<file path="config.mk">
export PLATFORM = sky130hd
export DESIGN_NAME = floor_request_unit
export DESIGN_NICKNAME = d
export VERILOG_FILES = /design/src/rtl/floor_request_unit.sv
export SDC_FILE = /design/constraint.sdc
export NUM_CORES = 1
export LEC_CHECK = 0
export ABC_AREA = 1
export ABC_CLOCK_PERIOD_IN_PS = 2100
export BUFFER_PORTS_ARGS = -buffer_cell sky130_fd_sc_hd__buf_4
export CAP_MARGIN = 0
export CORE_MARGIN = 3
export CORE_UTILIZATION = 25
export CTS_CLUSTER_DIAMETER = 50
export DETAILED_ROUTE_END_ITERATION = 12
export GPL_TIMING_DRIVEN = 0
export SKIP_LAST_GASP = 1
export SYNTH_ARGS = -nofsm -noshare
export SYNTH_HDL_FRONTEND = slang
export SYNTH_SLANG_ARGS = --single-unit
</file>
<file path="constraint.sdc">
create_clock -name clk -period 2.1 [get_ports clk]
set_input_delay 0.21 -clock clk [delete_from_list [all_inputs] [get_ports clk]]
set_output_delay 0.21 -clock clk [all_outputs]
set_load 0.01 [all_outputs]
</file>
<file path="src/rtl/floor_request_unit.sv">
// Elevator call-button front end: synchronise, debounce and latch floor calls, then offer SCAN-ordered targets.
// Optional PRESS_CANCEL_EN: re-pressing a pending floor cancels it, except the floor currently offered or being served.
module floor_request_unit #(
    parameter int NUM_FLOORS      = 4,
    parameter int DEBOUNCE_CYCLES = 16
) (
    input  logic                  clk,
    input  logic                  reset,
    input  logic [NUM_FLOORS-1:0] btn,
    input  logic [3:0]            cur_floor,
    input  logic                  arrive,
    output logic                  req_valid,
    output logic [3:0]            req_floor,
    input  logic                  req_ready,
    output logic [NUM_FLOORS-1:0] pending,
    output logic                  dir
);

    localparam int CNT_W = $clog2(DEBOUNCE_CYCLES + 1);

    typedef enum logic [1:0] {IDLE, OFFER, BUSY} state_t;

    state_t                state, state_next;
    logic [NUM_FLOORS-1:0] btn_p0, btn_p1, deb_p2;
    logic [CNT_W-1:0]      cnt_p2 [NUM_FLOORS];
    logic [NUM_FLOORS-1:0] rise, clr, cancel;
    logic                  up_hit, dn_hit, has_target, tdir;
    logic [3:0]            up_floor, dn_floor, target;
    logic                  valid_next, dir_next;
    logic [3:0]            floor_next;

    // Stage p0/p1: two-flop synchroniser; stage p2: per-button debouncer
    always_ff @(posedge clk) begin
        if (reset) begin
            btn_p0 <= '0;
            btn_p1 <= '0;
            deb_p2 <= '0;
            for (int k = 0; k < NUM_FLOORS; k++) cnt_p2[k] <= '0;
        end else begin
            btn_p0 <= btn;
            btn_p1 <= btn_p0;
            for (int k = 0; k < NUM_FLOORS; k++) begin
                if (btn_p1[k] == deb_p2[k]) begin
                    cnt_p2[k] <= '0;
                end else if (cnt_p2[k] == CNT_W'(DEBOUNCE_CYCLES - 1)) begin
                    cnt_p2[k] <= '0;
                    deb_p2[k] <= ~deb_p2[k];
                end else begin
                    cnt_p2[k] <= cnt_p2[k] + 1'b1;
                end
            end
        end
    end

    always_comb begin
        rise   = '0;
        clr    = '0;
        cancel = '0;
        for (int k = 0; k < NUM_FLOORS; k++) begin
            // Debounced rising edge is the cycle the counter is about to flip the level high
            rise[k] = btn_p1[k] & ~deb_p2[k] & (cnt_p2[k] == CNT_W'(DEBOUNCE_CYCLES - 1));
            clr[k]  = arrive & (cur_floor == 4'(k + 1));
`ifdef PRESS_CANCEL_EN
            cancel[k] = rise[k] & pending[k] &
                        ~((state != IDLE) && (req_floor == 4'(k + 1)));
`endif
        end
    end

    // Request latch: clear from arrive always beats a same-cycle set
    always_ff @(posedge clk) begin
        if (reset) begin
            pending <= '0;
        end else begin
            pending <= ((pending | rise) & ~cancel) & ~clr;
        end
    end

    always_comb begin
        up_hit   = 1'b0;
        up_floor = 4'd0;
        dn_hit   = 1'b0;
        dn_floor = 4'd0;
        // Descending scan leaves the lowest match; ascending leaves the highest
        for (int k = NUM_FLOORS - 1; k >= 0; k--) begin
            if (pending[k] && (4'(k + 1) >= cur_floor)) begin
                up_hit   = 1'b1;
                up_floor = 4'(k + 1);
            end
        end
        for (int k = 0; k < NUM_FLOORS; k++) begin
            if (pending[k] && (4'(k + 1) <= cur_floor)) begin
                dn_hit   = 1'b1;
                dn_floor = 4'(k + 1);
            end
        end
        has_target = |pending;
        if (dir) begin
            tdir   = up_hit;
            target = up_hit ? up_floor : dn_floor;
        end else begin
            tdir   = ~dn_hit;
            target = dn_hit ? dn_floor : up_floor;
        end
    end

    always_comb begin
        state_next = state;
        valid_next = req_valid;
        floor_next = req_floor;
        dir_next   = dir;
        case (state)
            IDLE: begin
                if (has_target) begin
                    floor_next = target;
                    valid_next = 1'b1;
                    dir_next   = tdir;
                    state_next = OFFER;
                end
            end
            OFFER: begin
                if (req_ready) begin
                    valid_next = 1'b0;
                    state_next = BUSY;
                end
            end
            BUSY: begin
                // Arrivals elsewhere are intermediate stops and keep us waiting
                if (arrive && (cur_floor == req_floor)) state_next = IDLE;
            end
            default: begin
                valid_next = 1'b0;
                state_next = IDLE;
            end
        endcase
    end

    always_ff @(posedge clk) begin
        if (reset) begin
            state     <= IDLE;
            req_valid <= 1'b0;
            req_floor <= 4'd0;
            dir       <= 1'b1;
        end else begin
            state     <= state_next;
            req_valid <= valid_next;
            req_floor <= floor_next;
            dir       <= dir_next;
        end
    end

endmodule

</file>
==> flow_metrics.env, run 1 <==
export IMPL_setup_viol=0
export IMPL_rr_endpoint="cnt_p2[2][3]"
export IMPL_routed_wl_um=3770
export IMPL_maxCapViolCount=0
export IMPL_row_count=33
export IMPL_hold_violations=0
export IMPL_cts_tree="yes"
export IMPL_max_freq_ghz=0.598
export IMPL_path_class="reg -> reg"
export IMPL_drive_gt1_frac=0.140
export IMPL_ant_nets=0
export IMPL_num_vias=1656
export IMPL_grt_max_degree=15
export IMPL_period_needed_ns=1.67
export IMPL_fin_cells=406
export IMPL_period_share=0.797
export IMPL_synth_simple_area_share=0.232
export IMPL_min_path_cells=3
export IMPL_ys_warn_count=0
export IMPL_yosys_top_cells_area="edfxtp_1, dfxtp_1, inv_1"
export IMPL_power_density_nw_per_um2=595
export IMPL_final_core_utilization=0.312
export IMPL_worstPathMaxFanout=5
export IMPL_core_area_um2=8260
export IMPL_port_buffers=19
export IMPL_antenna_found_initial=0
export IMPL_antennaDiodeCount=0
export IMPL_switching_share=0.238
export IMPL_ff2ff_path_depth=8
export IMPL_ir_drop_uv=198
export IMPL_clock_latency_ns=0.30
export IMPL_power_leakage_nw=1.14
export IMPL_fp_dieW_um=98.6
export IMPL_synth_compound_area_share=0.102
export IMPL_cts_buffer_depth=2
export IMPL_worstHoldStart="btn[2]"
export IMPL_synth_top_family_by_area="simple AND/OR/NAND/NOR gates"
export IMPL_r2r_start="cnt_p2[2][0]"
export IMPL_synthMuxAreaShare=0
export IMPL_placed_cells=398
export IMPL_synthFlopType="dfxtp_1"
export IMPL_fin_setup_tns_ns=0
export IMPL_yosysTopAreaCell="edfxtp_1"
export IMPL_grt_pass1_vias=1583
export IMPL_synth_xor_area_frac=0.00408
export IMPL_start_util=0.260
export IMPL_intPower_w=0.00117
export IMPL_syn_to_final_growth_pct=20.2
export IMPL_start_kind="flip-flop"
export IMPL_r2r_setup_slack_ns=0.43
export IMPL_clkSinkCount=43
export IMPL_ys_seq_area_frac=0.495
export IMPL_cts_buffers_inserted=5
export IMPL_yosysUniqueCellTypes=29
export IMPL_drtIter0Drc=32
export IMPL_highest_layer="met4"
export IMPL_wl_met3_um=234
export IMPL_whs_ns=0.103
export IMPL_synth_seq_cells=43
export IMPL_cp_data_required_time_ns=2.26
export IMPL_detailed_place_hpwl_um=2980
export IMPL_cts_clk_slew_worst_paths_ns=0.09
export IMPL_critical_path_arrival_ns=1.84
export IMPL_synthAdderAreaFrac=0.0700
export IMPL_clock_root_buffer="clkbuf_8"
export IMPL_via_per_inst=4.08
export IMPL_synth_most_common_cell="inv_1"
export IMPL_cts_resized=0
export IMPL_min_path_type="in -> reg"
export IMPL_track_usage=0.0857
export IMPL_die_h_um=98.6
export IMPL_syn_area_um2=2140
export IMPL_synth_top_cell_area_share=0.280
export IMPL_status="finished, final reports clean"
export IMPL_syn_avg_cell_area_um2=8.41
export IMPL_rsz0062_at_grt="false"
export IMPL_drc=0
export IMPL_power_switching_w=0.000366
export IMPL_cp_end_kind="flip-flop"
export IMPL_met2_length_um=1630
export IMPL_min_to="btn_p0[2]"
export IMPL_htreeDepth=2
export IMPL_p_clk_frac=0.342
export IMPL_die_area_um2=9730
export IMPL_synth_cells=255
export IMPL_pin_count=22
export IMPL_finalClockSkew_ns=0.0117
export IMPL_cts_hold_buffers=0
export IMPL_postCtsSetupRepairBufs=0
export IMPL_ys_top_cells_by_count="inv_1, nor2_1, nand2_1"
export IMPL_async_flop_share=0
export IMPL_met1_length_um=1840
export IMPL_power_frac_seq=0.594
export IMPL_final_max_slew_viol_count=0
export IMPL_nNetsFinal=324
export IMPL_grt_pass1_wl_um=6760
export IMPL_drtPass1Iterations=5
export IMPL_synth_edf_count=20
export IMPL_total_power_w=0.00153
export IMPL_globalplace_congestion=0.876
export IMPL_gr_total_overflow=0
export IMPL_comb_power_share=0.065
export IMPL_wire_per_inst_um=9.28
## sequential cells by signal, indices dropped and copies added, names as in the netlist
signal,count
cnt_p2,20
btn_p0,4
btn_p1,4
deb_p2,4
pending,4
req_floor,3
state,2
dir,1
req_valid,1
## layer usage
layer	track usage	vias up
li1	-	890
met1	0.110	730
met2	0.132	30
met3	0.0318	6
met4	0.0315	0
met5	0	-
## cells in the final DEF, fill, tap and decap left out, types with 2 or more instances in the layout
master	netlist	final
inv_1	48	48
nor2_1	44	44
nand2_1	29	29
dfxtp_1	23	23
conb_1	2	21
a21oi_1	20	20
buf_4	1	20
edfxtp_1	20	20
nand3_1	13	13
ha_1	12	12
o21ai_0	10	10
nand2_2	7	7
clkbuf_8	0	5
nor3_1	4	4
nor3b_1	4	4
o21bai_1	3	3
nor2_4	2	2
## how the worst max path moves through the flow
stage / depth (start not counted) / start / slack (ns) / end
after floorplan: 8 / cnt_p2[2][0] / 0.61 / cnt_p2[2][3]
after global placement: 8 / cnt_p2[2][0] / 0.45 / cnt_p2[2][3]
after detailed placement: 8 / cnt_p2[2][0] / 0.42 / cnt_p2[2][3]
after CTS: 8 / cnt_p2[2][0] / 0.40 / cnt_p2[2][3]
after global routing: 8 / cnt_p2[2][0] / 0.23 / cnt_p2[2][3]
final: 8 / cnt_p2[2][0] / 0.43 / cnt_p2[2][3]
## power groups by stage
stage               Clock [W]  Sequential, W  Combinational (W)
detailed placement          0       0.000931          0.0000997
global placement            0       0.000930          0.0000976
global route         0.000586       0.000914           0.000119
CTS                  0.000557       0.000911           0.000100
floorplan                   0       0.000928          0.0000652
finish               0.000524       0.000911          0.0000996
## stage by stage
step | worst slack (ns) | area [um2]
3_5_place_dp | 0.422 | 2490
6_report | 0.427 | 2580
3_3_place_gp | 0.452 | 2490
4_1_cts | 0.402 | 2580
5_1_grt | 0.233 | 2580
2_1_floorplan | 0.608 | 2220
## worst max-delay path, cell delays in order (launching register included)
cell and delay, ns:
edfxtp_1 0.43, ha_1 0.24, nand2_1 0.08, nor2_1 0.04, ha_1 0.21, inv_1 0.07
nand3_1 0.15, o21bai_1 0.21, a21oi_1 0.11
## final cells by class
cell class | instances | area [um2]
buffer | 3 | 16.3
clock buffer | 5 | 68.8
clock inverter | 3 | 20.0
fill | 898 | 5680
inverter | 49 | 184
multi-input combinational | 179 | 955
sequential | 43 | 1060
tap | 105 | 131
timing repair buffer | 19 | 143
## cells by family after synthesis
kind of cell	after synthesis
simple gates	108
fa+ha+maj	12
other cells	2
compound gates	37
buf+inv	52
xor+xnor	1
flops	43
Note: power is estimated with default switching activity, not from simulation.
==> run 2, diff against run 1 <==
ABC_AREA = 0   (was 1)
ABC_CLOCK_PERIOD_IN_PS = 1640   (was 2100)
clock period = 1.64 ns   (was 2.1 ns; I/O delays follow)
==> run 2 against run 1 <==
The run now ends with negative setup slack left. Combinational power rose by 60%. Power rose by 29%. Routed wire length rose by 18%. Non-clock buffer count rose by 21. Die area rose by 1.3%. Critical path depth fell by 4. Sequential power rose by 28%. Clock power rose by 25%. Clock-buffer cell count rose by 2. Critical endpoint is now req_floor[2].
==> flow_metrics.env, run 2 <==
export IMPL_path_buf_inv=0
export IMPL_maxCapViolCount=0
export IMPL_critical_path_max_stage_delay_ns=0.57
export IMPL_drtPass1Iterations=4
export IMPL_synth_simple_area_share=0.194
export IMPL_row_count=33
export IMPL_gr_total_overflow=0
export IMPL_antenna_found_initial=0
export IMPL_intPower_w=0.00152
export IMPL_ir_drop_uv=297
export IMPL_comb_power_share=0.081
export IMPL_switching_share=0.233
export IMPL_synth_most_common_cell="nor2_1"
export IMPL_grt_pass1_wl_um=7140
export IMPL_regMostFlops="cnt_p2"
export IMPL_relSlewSlack=0.602
export IMPL_yosysUniqueCellTypes=46
export IMPL_rsz0062_at_grt="true"
export IMPL_violations="negative setup slack"
export IMPL_detailed_place_hpwl_um=3150
export IMPL_routed_wl_um=4460
export IMPL_cts_buffers_inserted=5
export IMPL_synthAdderAreaFrac=0.0690
export IMPL_synth_seq_cells=43
export IMPL_clock_root_buffer="clkbuf_8"
export IMPL_total_power_w=0.00198
export IMPL_power_switching_w=0.000462
export IMPL_ys_top_cells_by_count="nor2_1, dfxtp_1, edfxtp_1"
export IMPL_start_util=0.261
export IMPL_worstPathMaxFanout=4
export IMPL_htreeDepth=2
export IMPL_async_flop_share=0
export IMPL_power_frac_seq=0.588
export IMPL_core_area_um2=8340
export IMPL_syn_to_final_growth_pct=31.0
export IMPL_cts_clk_slew_worst_paths_ns=0.08
export IMPL_slowest_stage="or4_4"
export IMPL_clkSinkCount=43
export IMPL_yosys_top_cells_area="edfxtp_1, dfxtp_1, ha_1"
export IMPL_cp_data_required_time_ns=1.84
export IMPL_drtIter0Drc=77
export IMPL_start_kind="flip-flop"
export IMPL_cp_cell_sequence="or4_4, a221oi_4, o2111ai_1, o311ai_1"
export IMPL_synth_top_cell_area_share=0.276
export IMPL_p_clk_frac=0.331
export IMPL_fp_dieW_um=99.3
export IMPL_ys_seq_area_frac=0.488
export IMPL_hold_violations=0
export IMPL_power_leakage_nw=1.08
export IMPL_status="complete, but fails checks"
export IMPL_synth_compound_area_share=0.132
export IMPL_port_buffers=19
export IMPL_setup_slack_ns=-0.000559
export IMPL_via_per_inst=4.38
export IMPL_place_area_um2=2530
export IMPL_max_freq_ghz=0.610
export IMPL_globalplace_congestion=0.801
export IMPL_min_path_type="in -> reg"
export IMPL_n_fill_cell=856
export IMPL_grt_max_degree=13
export IMPL_final_common_cell="buf_4"
export IMPL_stdcell_area_um2=2850
export IMPL_pin_count=22
export IMPL_critical_path_arrival_ns=1.84
export IMPL_synthFlopType="dfxtp_1"
export IMPL_clock_latency_ns=0.29
export IMPL_ant_nets=0
export IMPL_die_h_um=99.3
export IMPL_max_slew_worst_pin_slew_ns=0.597
export IMPL_final_max_slew_viol_count=0
export IMPL_path_class="reg -> reg"
export IMPL_synth_edf_count=20
export IMPL_period_needed_ns=1.64
export IMPL_nNetsFinal=299
export IMPL_wire_per_inst_um=11.7
export IMPL_final_core_utilization=0.341
export IMPL_cp_end_kind="flip-flop"
export IMPL_period_share=1.00
export IMPL_yosysTopAreaCell="edfxtp_1"
export IMPL_ys_warn_count=0
export IMPL_finalClockSkew_ns=0.00320
export IMPL_cp_top_family="compound AO/OA/AOI/OAI gates"
export IMPL_num_vias=1667
export IMPL_cts_tree="yes"
export IMPL_largest_reg_flops=20
export IMPL_synth_top_family_by_area="simple AND/OR/NAND/NOR gates"
export IMPL_setup_viol=1
export IMPL_drc=0
export IMPL_grt_pass1_vias=1525
export IMPL_antennaDiodeCount=0
export IMPL_drive_gt1_frac=0.279
export IMPL_die_area_um2=9850
export IMPL_track_usage=0.0922
export IMPL_cts_buffer_depth=2
export IMPL_synth_cells=216
export IMPL_synthMuxAreaShare=0
export IMPL_syn_area_um2=2170
export IMPL_final_cell_mix="buf_4, conb_1, dfxtp_1, edfxtp_1, nor2_1"
export IMPL_dpl_worst_slack_ns=-0.0960
export IMPL_syn_avg_cell_area_um2=10.1
export IMPL_synth_xor_area_frac=0.0604
export IMPL_power_density_nw_per_um2=695
## run 2: cell count changes in the layout (fill, tap and decap cells not counted), sizes merged, moves of 9 or more
| cell | before | now |
|---|---|---|
| nand3 | 14 | 5 |
| xnor2 | 0 | 11 |
| inv | 49 | 17 |
| nor2 | 47 | 30 |
| nand2 | 36 | 4 |
| buf | 22 | 38 |
| nor2b | 0 | 13 |
| a21oi | 20 | 9 |
## run 2: what timing repair did
item	CTS	global route
cloned	0	0
buffers inserted	9	7
gates resized for setup	16	21
pin swaps	8	9
endpoints found under the setup margin	22	25
hold buffers	0	0
endpoints found under the hold margin	0	0
## run 2: power by group through the flow
stage	clock network, W	registers (W)	logic (W)
finish	0.000655	0.00117	0.000159
global route	0.000732	0.00117	0.000180
CTS	0.000689	0.00117	0.000145
detailed placement	0	0.00119	0.000133
global placement	0	0.00119	0.000131
floorplan	0	0.00119	0.0000871
## run 2: kinds of logic after synthesis
logic type	Yosys count
flops	43
simple gates	78
buf+inv	27
fa+ha+maj	12
compound gates	39
other cells	2
xor+xnor	15
## run 2: through the flow
stage	setup TNS [ns]	hold slack [ns]	cells
6_report	-0.000559	0.0743	381
5_1_grt	-0.156	0.0736	381
4_1_cts	0	0.0633	374
3_5_place_dp	-1.48	0.378	359
3_3_place_gp	-0.904	0.378	359
2_1_floorplan	0	0.274	235
## run 2: path summary, 6_finish.rpt
check	startpoint	slack (ns)	endpoint	depth (start not counted)
setup / recovery	pending[2]	-0.0006	req_floor[2]	4
hold / removal	btn[1]	0.07	btn_p0[1]	2
setup reg to reg	pending[2]	-0.0006	req_floor[2]	4
hold reg to reg	btn_p0[1]	0.44	btn_p1[1]	1
## run 2: cell type report
class,instances,area [um2],share of cell area
Buffer,8,33.8,0.0119
Sequential cell,43,1070,0.376
Timing Repair Buffer,35,263,0.0923
Inverter,17,63.8,0.0224
Clock buffer,7,76.3,0.0268
Clock inverter,1,5.00,0.00176
Multi-Input combinational cell,165,1200,0.423
Tap cell,105,131,0.0461
## run 2: per-layer routing
layer	routed length, um	share of wire	GRT usage
met5	0	0	0
met4	64	0.014	0.0410
met3	268	0.060	0.0288
met2	1980	0.44	0.133
met1	2150	0.48	0.126
==> run 3, diff against run 2 <==
CORE_UTILIZATION = 39   (was 25)
==> run 3 against run 2 <==
The flow now finishes without violations. Flip-flop and latch count unchanged. Global-route usage increased by 4.7 points. Critical path depth increased by 1. Clock power increased by 22%. Maximum frequency increased by 0.79%. Routed wire length decreased by 7.6%. Worst setup slack improved by 0.013 ns. Via count decreased by 2.9%. Clock-buffer cell count unchanged. Critical path type unchanged. Largest cell class unchanged.
==> flow_metrics.env, run 3 (synthesis results as in run 2) <==
export IMPL_grt_pass1_wl_um=7010
export IMPL_status="finished, final reports clean"
export IMPL_fin_cells=342
export IMPL_start_kind="flip-flop"
export IMPL_largest_reg_flops=20
export IMPL_dpl_worst_slack_ns=-0.0842
export IMPL_cp_data_required_time_ns=1.80
export IMPL_final_common_cell="buf_4"
export IMPL_core_area_um2=5240
export IMPL_stdcell_area_um2=2780
export IMPL_maxCapViolCount=0
export IMPL_ir_drop_uv=497
export IMPL_worstPathMaxFanout=5
export IMPL_antenna_found_initial=0
export IMPL_multi_input_area_um2=1180
export IMPL_via_per_inst=4.73
export IMPL_start_util=0.415
export IMPL_drtIter0Drc=45
export IMPL_globalplace_congestion=0.852
export IMPL_critical_path_max_stage_delay_ns=0.43
export IMPL_seq_area_um2=1070
export IMPL_drtPass1Iterations=4
export IMPL_cp_cell_sequence="ha_2, and3_4, ha_4, or3_4, nor2_2"
export IMPL_power_density_nw_per_um2=764
export IMPL_clock_root_buffer="clkbuf_8"
export IMPL_track_usage=0.139
export IMPL_die_area_um2=6510
export IMPL_final_core_utilization=0.530
export IMPL_path_class="reg -> reg"
export IMPL_detailed_place_hpwl_um=2910
export IMPL_ant_nets=0
export IMPL_min_path_type="in -> reg"
export IMPL_cts_clk_slew_worst_paths_ns=0.08
export IMPL_antennaDiodeCount=0
export IMPL_wire_per_inst_um=12.1
export IMPL_power_leakage_nw=1.07
export IMPL_clkSinkCount=43
export IMPL_setup_slack_ns=0.0123
export IMPL_period_needed_ns=1.63
export IMPL_port_buffers=19
export IMPL_place_area_um2=2490
export IMPL_fin_setup_tns_ns=0
export IMPL_slowest_stage="or3_4"
export IMPL_cts_buffer_depth=2
export IMPL_final_max_slew_viol_count=0
export IMPL_row_count=26
export IMPL_final_cell_mix="buf_4, conb_1, nor2_1, dfxtp_1, edfxtp_1"
export IMPL_nNetsFinal=295
export IMPL_clock_latency_ns=0.29
export IMPL_grt_pass1_vias=1586
export IMPL_relSlewSlack=0.600
export IMPL_period_share=0.993
export IMPL_num_vias=1618
export IMPL_hold_violations=0
export IMPL_drc=0
export IMPL_pin_count=22
export IMPL_cts_buffers_inserted=5
export IMPL_critical_path_arrival_ns=1.79
export IMPL_drive_gt1_frac=0.265
export IMPL_syn_to_final_growth_pct=27.6
export IMPL_placed_cells=324
export IMPL_fp_dieW_um=80.7
export IMPL_regMostFlops="cnt_p2"
export IMPL_finalClockSkew_ns=0.00282
export IMPL_cts_tree="yes"
export IMPL_gr_total_overflow=0
export IMPL_n_fill_cell=494
export IMPL_routed_wl_um=4120
export IMPL_rsz0062_at_grt="true"
export IMPL_cts_hold_buffers=0
export IMPL_max_freq_ghz=0.614
export IMPL_grt_max_degree=14
export IMPL_htreeDepth=2
export IMPL_die_h_um=80.7
export IMPL_max_slew_worst_pin_slew_ns=0.600
export IMPL_cp_end_kind="flip-flop"
export IMPL_setup_viol=0
[run 3: per-stage QoR]
step / total power (W) / hold slack, ns
6_report: 0.00212 / 0.0797
5_1_grt: 0.00222 / 0.0789
4_1_cts: 0.00214 / 0.0724
3_5_place_dp: 0.00132 / 0.385
3_3_place_gp: 0.00132 / 0.372
2_1_floorplan: 0.00128 / 0.274
[run 3: timing repair]
action / 4_1_cts / 5_1_grt
setup buffers: 7 / 5
cloned: 0 / 0
pin swaps: 6 / 8
setup endpoints to repair: 23 / 22
resized for setup: 11 / 21
[run 3: final timing paths]
kind                                    from      endpoint  slack, ns  depth (start not counted)
worst max-delay path            cnt_p2[1][1]  cnt_p2[1][1]       0.01                          5
worst min-delay path                  btn[1]     btn_p0[1]       0.08                          2
worst max register to register  cnt_p2[1][1]  cnt_p2[1][1]       0.01                          5
worst min register to register     btn_p0[1]     btn_p1[1]       0.44                          1
[run 3: critical path, delay by kind of cell, from the launching register on]
family / cells / cell delay (ns)
simple gates: 3 / 0.73
flops: 1 / 0.41
fa+ha+maj: 2 / 0.36
[run 3: final cells by class]
| class | count | area share |
|---|---|---|
| multi-input combinational | 165 | 0.426 |
| inverter | 17 | 0.0230 |
| clock inverter | 1 | 0.0108 |
| tap | 70 | 0.0316 |
| buffer | 8 | 0.0122 |
| timing repair buffer | 31 | 0.0839 |
| sequential | 43 | 0.385 |
| clock buffer | 7 | 0.0275 |
[run 3: report_power, final]
part | internal, W | switching [W] | leakage, nW | total (W)
logic | 0.0000691 | 0.0000840 | 0.620 | 0.000153
registers | 0.00115 | 0.0000162 | 0.395 | 0.00117
clock network | 0.000456 | 0.000345 | 0.0524 | 0.000801
[run 3: metal layers]
metal | global-route usage | up-vias | routed length [um]
li1 | - | 844 | -
met1 | 0.178 | 741 | 1960
met2 | 0.221 | 27 | 1910
met3 | 0.0392 | 6 | 188
met4 | 0.0541 | 0 | 59
met5 | 0 | - | 0
